`src/rtl/light_pkg.sv`:
```
// Shared mode encodings and helpers for the light stand mode controller.
// Modes step OFF -> LOW -> MID -> HIGH -> FULL -> OFF.
package light_pkg;

  typedef enum logic [2:0] {
    MODE_OFF  = 3'd0,
    MODE_LOW  = 3'd1,
    MODE_MID  = 3'd2,
    MODE_HIGH = 3'd3,
    MODE_FULL = 3'd4
  } mode_e;

  localparam mode_e MODE_LAST = MODE_FULL;

  // Duty target in PWM clocks; period is a multiple of 4, so quarters are exact.
  function automatic int unsigned duty_target(mode_e mode, int unsigned period);
    int unsigned duty;
    case (mode)
      MODE_LOW:  duty = period / 4;
      MODE_MID:  duty = period / 2;
      MODE_HIGH: duty = 3 * (period / 4);
      MODE_FULL: duty = period;
      default:   duty = 0;
    endcase
    return duty;
  endfunction

  function automatic mode_e next_mode(mode_e mode);
    mode_e nxt;
    if (mode == MODE_LAST) nxt = MODE_OFF;
    else                   nxt = mode_e'(mode + 3'd1);
    return nxt;
  endfunction

endpackage

```
`src/rtl/pwm_gen.sv`:
```
// Glitch-free PWM generator: free-running counter, duty shadow register loaded
// at period end, registered lamp output and period-start strobe.
module pwm_gen #(
  parameter int unsigned PWM_PERIOD = 100_000,
  localparam int unsigned CW = $clog2(PWM_PERIOD),
  localparam int unsigned DW = CW + 1
) (
  input  logic          i_clk,
  input  logic          i_reset,
  input  logic [DW-1:0] i_duty,
  input  logic          i_force_off,
  output logic          o_light,
  output logic          o_period_start
);

  localparam logic [CW-1:0] CNT_LAST = CW'(PWM_PERIOD - 1);

  logic [CW-1:0] cnt_q, cnt_d;
  logic [DW-1:0] duty_q, duty_d;
  logic          light_q, light_d;
  logic          period_start_q, period_start_d;

  always_comb begin
    cnt_d = (cnt_q == CNT_LAST) ? '0 : cnt_q + CW'(1);

    duty_d = duty_q;
    if (cnt_q == CNT_LAST) duty_d = i_duty;
    // Forced off clears the shadow too, so a later mode only takes effect at a period boundary.
    if (i_force_off) duty_d = '0;

    light_d        = !i_force_off && ({1'b0, cnt_q} < duty_q);
    period_start_d = (cnt_q == '0);
  end

  always_ff @(posedge i_clk) begin
    if (i_reset) begin
      cnt_q          <= '0;
      duty_q         <= '0;
      light_q        <= 1'b0;
      period_start_q <= 1'b0;
    end else begin
      cnt_q          <= cnt_d;
      duty_q         <= duty_d;
      light_q        <= light_d;
      period_start_q <= period_start_d;
    end
  end

  assign o_light        = light_q;
  assign o_period_start = period_start_q;

endmodule

```
`src/rtl/light_mode_fsm.sv`:
```
// Light stand mode controller: steps brightness mode on each button pulse and
// drives the lamp PWM. Define LIGHT_AUTO_OFF_EN to add the idle auto-off timer.
module light_mode_fsm #(
  parameter int unsigned PWM_PERIOD      = 100_000,
  parameter int unsigned AUTO_OFF_CYCLES = 1_500_000_000
) (
  input  logic       i_clk,
  input  logic       i_reset,
  input  logic       i_button,
  output logic [2:0] o_mode,
  output logic       o_light,
  output logic       o_period_start
);

  import light_pkg::*;

  localparam int unsigned DW = $clog2(PWM_PERIOD) + 1;

  mode_e         mode_q, mode_d;
  logic [DW-1:0] duty_tgt;
  logic          force_off;

`ifdef LIGHT_AUTO_OFF_EN
  localparam int unsigned IW = (AUTO_OFF_CYCLES > 1) ? $clog2(AUTO_OFF_CYCLES) : 1;
  localparam logic [IW-1:0] IDLE_LAST = IW'(AUTO_OFF_CYCLES - 1);

  logic [IW-1:0] idle_q, idle_d;

  // A pulse coinciding with the timeout wins; the timer only runs outside OFF.
  always_comb begin
    mode_d = mode_q;
    idle_d = idle_q;
    if (i_button) begin
      mode_d = next_mode(mode_q);
      idle_d = '0;
    end else if (mode_q != MODE_OFF) begin
      if (idle_q == IDLE_LAST) begin
        mode_d = MODE_OFF;
        idle_d = '0;
      end else begin
        idle_d = idle_q + IW'(1);
      end
    end
  end

  always_ff @(posedge i_clk) begin
    if (i_reset) begin
      mode_q <= MODE_OFF;
      idle_q <= '0;
    end else begin
      mode_q <= mode_d;
      idle_q <= idle_d;
    end
  end
`else
  logic unused_auto_off;
  assign unused_auto_off = ^AUTO_OFF_CYCLES;

  always_comb begin
    mode_d = mode_q;
    if (i_button) mode_d = next_mode(mode_q);
  end

  always_ff @(posedge i_clk) begin
    if (i_reset) mode_q <= MODE_OFF;
    else         mode_q <= mode_d;
  end
`endif

  always_comb begin
    duty_tgt  = DW'(duty_target(mode_q, PWM_PERIOD));
    force_off = (mode_q == MODE_OFF);
  end

  pwm_gen #(
    .PWM_PERIOD(PWM_PERIOD)
  ) u_pwm (
    .i_clk          (i_clk),
    .i_reset        (i_reset),
    .i_duty         (duty_tgt),
    .i_force_off    (force_off),
    .o_light        (o_light),
    .o_period_start (o_period_start)
  );

  assign o_mode = mode_q;

endmodule

```
`config.mk`:
```
export PLATFORM = sky130hd
export DESIGN_NAME = light_mode_fsm
export DESIGN_NICKNAME = d
export VERILOG_FILES = /design/src/rtl/light_pkg.sv /design/src/rtl/pwm_gen.sv /design/src/rtl/light_mode_fsm.sv
export SDC_FILE = /design/constraint.sdc
export NUM_CORES = 1
export LEC_CHECK = 0
export ABC_AREA = 1
export BUFFER_PORTS_ARGS = -buffer_cell sky130_fd_sc_hd__buf_2
export CORE_MARGIN = 4
export CORE_UTILIZATION = 53
export DETAILED_ROUTE_END_ITERATION = 7
export GPL_ROUTABILITY_DRIVEN = 0
export PLACE_DENSITY = 0.78
export SYNTH_ARGS = -nofsm -noshare
export SYNTH_HDL_FRONTEND = slang
export SYNTH_HIERARCHICAL = 1
export SYNTH_SLANG_ARGS = --single-unit
```
`constraint.sdc`:
```
create_clock -name i_clk -period 4.7 [get_ports i_clk]
set_clock_uncertainty 0.15 [all_clocks]
set_input_delay 0 -clock i_clk [delete_from_list [all_inputs] [get_ports i_clk]]
set_output_delay 0 -clock i_clk [all_outputs]
set_load 0.01 [all_outputs]
```
# == After elaboration in Yosys (flattened, before gate mapping) ==
# Cells that the tools add are included.
# word_totals
regBits,40
wordCells,21
in_bits,3
# classes
n_eq_ne,5
magnitude_cmp,1
addsub,2
mux,2
reduce_logical,6
# ops
op,count
$pmux 17 s4,1
$lt 17x18->1,1
$add 17x1->17 const B,1
$eq 17x17->1 const B,1
$logic_not 17->1,1
$eq 3x2->1 const B,2
$reduce_or 2->1,2
$add 3x1->3 const B,1
$eq 3x1->1 const B,1
$eq 3x3->1 const B,1
$logic_not 3->1,1
$mux 3,1
$logic_and 1x1->1,1
$logic_not 1->1,1

# == Depth between registers and ports, before layout ==
# depth
word_depth,3
mapped_depth,9

# == By module ==
# The synthesis kept the hierarchy.
# modules_own_cells
module,area_per_inst_um2,cells_per_inst,n_inst,seq_area_each_um2
pwm_gen,2259.7,339,1,740.7
light_mode_fsm,250.2,39,1,60.1

# == Least setup slack after synthesis ==
# OpenSTA, ideal clock, no wires.
# synth_timing
kind,register -> register
start,register mode_q[0] (netlist: o_mode[0])
end,register u_pwm.duty_q[10]
required_time_ns,4.486
setup_slack_ns,2.857
arrival_time_ns,1.629
stages_incl_launch_ff,9
n_path_buf,1
cell_sequence,dfxtp_1 > inv_1 > ha_1 > inv_1 > nor2_1 > nor2_1 > clkbuf_1 > nand2_1 > nor2_1
# synth_via
elab_chain_len,2
word_cells_on_any_way,7
cone_classes,eq/ne (4); mux (1); reduce/logical (2)
# synth_rtl
item,line_no,rtl
start: declaration,light_mode_fsm.sv:19,"mode_e mode_q, mode_d;"
start signal: assignment,light_mode_fsm.sv:66,else mode_q <= mode_d;
$logic_not 3->1,light_mode_fsm.sv:72,force_off = (mode_q == MODE_OFF);
net force_off,light_mode_fsm.sv:21,logic force_off;
$reduce_or 2->1 (no source line),-,
end signal: assignment,pwm_gen.sv:43,duty_q <= duty_d;
end: declaration,pwm_gen.sv:19,"logic [DW-1:0] duty_q, duty_d;"
# The timed path passes the listed nets, and every way through them passes these cells.
# A chain may end at the register's enable or synchronous reset.

# == Final worst setup path ==
# layout_timing
start,register mode_q[0] (netlist: o_mode[0])
end,register u_pwm.light_q (netlist: u_pwm/o_light)
# layout_via
elab_chain_len,3
# layout_rtl
item,line_no,rtl
$logic_not 3->1,light_mode_fsm.sv:72,
net force_off,light_mode_fsm.sv:21,
$logic_not 1->1,pwm_gen.sv:31,"light_d = !i_force_off && ({1'b0, cnt_q} < duty_q);"
$logic_and 1x1->1,pwm_gen.sv:31,
end signal: assignment,pwm_gen.sv:44,light_q <= light_d;
end: declaration,pwm_gen.sv:20,"logic light_q, light_d;"
# The timed path passes the listed nets, and every way through them passes these cells.

==> results.yml <==
run_status:
  status: "complete, no violations"
floorplan:
  rows: 24
  dieHeight_um: 76.8
  die_w_um: 76.8
  dieArea_mm2: 0.00590
  coreArea_mm2: 0.00447
  initial_core_util: 0.561
  io_pins: 8
critical_path:
  r2r_cells: 9
  r2r_start: "o_mode[0]"
  reg2reg_to: "u_pwm/o_light"
  rrSetupSlack_ns: 2.38
  critPathMaxFanout: 19
  cp-start-kind: "flip-flop"
  cp_data_required_time_ns: 4.78
  arrival_ns: 2.39
  worstSetupEndpointType: "flip-flop"
  critPathKind: "flip-flop to flip-flop"
synthesis:
  synth_common_cells: "nand2_1 (77), inv_1 (71), nor2_1 (66)"
  yosysTopAreaCell: "dfxtp_1"
  synth-edff-count: 0
  synth_compound_area_frac: 0.0588
  async_flop_share: 0
  synth_top_family_by_area: "simple AND/OR/NAND/NOR gates"
  yosys.area.top_type_share: 0.319
  yosys_register_bits: 40
  synth_ff_type: "dfxtp_1"
  yosys_warnings: 6
  yosysUniqueCellTypes: 28
  syn-cell-area_mm2: 0.00251
  syn-instance-count: 378
  synthAdderAreaFrac: 0.115
  synthSimpleGateAreaFrac: 0.362
  syn_area_per_cell_um2: 6.64
  synthMuxAreaShare: 0
  yosysSeqAreaShare: 0.319
  synth_xor_area_frac: 0.0105
  yosysMostFrequentCell: "nand2_1"
  yosys-top-cells-area: "dfxtp_1 (32%), nand2_1 (12%), ha_1 (11%), inv_1 (11%), nor2_1 (9.9%)"
pwr:
  p_int_uw: 489
  power.density_mw_per_mm2: 241
  switching_share: 0.248
  p_leak_uw: 0.00114
  pwr-share-comb: 0.100
  p_clk_frac: 0.361
  power_switching_uw: 161
  ir_drop_uv: 197
  seq_power_share: 0.539
run:
  maxCapViolCount: 0
routing:
  postRouteAntennaNets: 0
  wl_per_cell_um: 11.3
  avgViaCountPerCell: 5.08
  drc: 0
  wl_um: 5030
  drt_iter0_markers: 125
  drtPass1Iterations: 4
  num_vias: 2264
placed_design:
  place_area_mm2: 0.00258
  place.port_buffers: 7
  hpwl_um: 3670
hold_path:
  hold_class: "flip-flop to flip-flop"
  min_path_cells: 1
  hold_end: "u_pwm/cnt_q[0]"
  hold_start: "u_pwm/cnt_q[0]"
sta:
  drv_slew: 0
  finalHoldViolCount: 0
  period_minus_slack_ns: 2.32
  worstMarginPinSlew_ns: 1.15
  max_slew_margin: 0.232
  max_freq_ghz: 0.432
  rsz0062_at_grt: "false"
  setup_viol: 0
  min_period_over_period: 0.493
  finalSetupTns_ns: 0
finish:
  final_area_mm2: 0.00270
  n_antenna_cell: 0
  area_delta_synth_final_pct: 7.48
  drive_gt1_frac: 0.0736
  design.final.nets: 419
grt:
  antenna_found_initial: 0
  grt_start_max_net_pins: 23
  grt_overflow: 0
  grt_use_total: 0.177
  grt_pass1_vias: 2007
  grt_pass1_wl_um: 8600
clock_network:
  cts_root_buffer: "clkbuf_8"
  post_cts_buffers: 0
  htree_levels: 2
  cts_inserted_buffers: 5
  cts_hold_buf: 3
  clk_pin_slew_ns: 0.08
  cts_buffer_depth: 2
  ctsResizeCount: 0
  clk_latency_ns: 0.29
  cts_sinks: 40
  cts_tree: "done"
[critical path, cell delays in order (launching register included)]
cell and delay [ns]:
dfxtp_1 0.41, inv_1 0.10, ha_1 0.23, inv_1 0.05, nor2_1 0.03, nor2_1 0.88
inv_1 0.10, nor2_1 0.13, nand2_1 0.05, a21oi_1 0.10
[metal layers]
layer | share of wire | up-vias | track usage
met2 | 0.47 | 30 | 0.314
met5 | 0 | - | 0
met3 | 0.027 | 4 | 0.0386
li1 | - | 1206 | -
met4 | 0.0083 | 0 | 0.0489
met1 | 0.50 | 1024 | 0.214
[state kept, by name (all words and copies together) (netlist names)]
signal / flops
u_pwm/duty_q: 18
u_pwm/cnt_q: 17
o_mode: 3
u_pwm/o_light: 1
u_pwm/o_period_start: 1
[layout make-up]
cell class | instances | area (um^2)
Clock buffer | 8 | 90.1
Fill cell | 456 | 1780
Inverter | 75 | 283
Multi-Input combinational cell | 261 | 1390
Sequential cell | 40 | 801
Tap cell | 52 | 65.1
Timing Repair Buffer | 10 | 65.1
[worst max-delay path by stage]
| stage | from | to | depth (start not counted) |
|---|---|---|---|
| global placement | o_mode[0] | u_pwm/o_light | 9 |
| CTS | o_mode[0] | u_pwm/o_light | 9 |
| finish | o_mode[0] | u_pwm/o_light | 9 |
| detailed placement | o_mode[0] | u_pwm/o_light | 9 |
| global route | o_mode[0] | u_pwm/o_light | 9 |
| floorplan | o_mode[0] | u_pwm/duty_q[10] | 8 |
[power groups by stage]
stage / Combinational [uW] / Sequential (uW) / Clock, uW
floorplan: 45.9 / 359 / 0
global placement: 61.2 / 358 / 0
detailed placement: 62.9 / 358 / 0
CTS: 65.6 / 350 / 239
global route: 76.4 / 351 / 253
finish: 65.2 / 350 / 234
[cell usage in the layout, fill, tap and decap left out, types with 4 or more instances in the layout]
cell,count
nand3_1,14
nor3_1,4
nor2_4,4
clkbuf_8,6
a21oi_1,18
buf_2,7
ha_1,23
nand2_1,77
dfxtp_1,40
conb_1,6
o21ai_0,10
nor2_1,66
inv_1,71
nand4_1,24
[through the flow]
step                      worst slack, ns  std cells  hold WS (ns)  total power [uW]   util
after floorplan                      2.86        383       -0.0809               405      -
after global placement               2.52        435         0.110               419  0.576
after detailed placement             2.43        435         0.126               421  0.576
after CTS                            2.38        446         0.319               655  0.603
after global routing                 2.05        446         0.355               681  0.603
final                                2.38        446         0.320               650  0.603
[cells by family (layout without fill, tap and decap cells)]
group           after synthesis  in the layout
flops                        40             40
compound gates               29             29
other cells                   1              6
simple gates                200            200
xor+xnor                      3              3
buf+inv                      82             93
fa+ha+maj                    23             23
(Power assumes the default switching activity.)
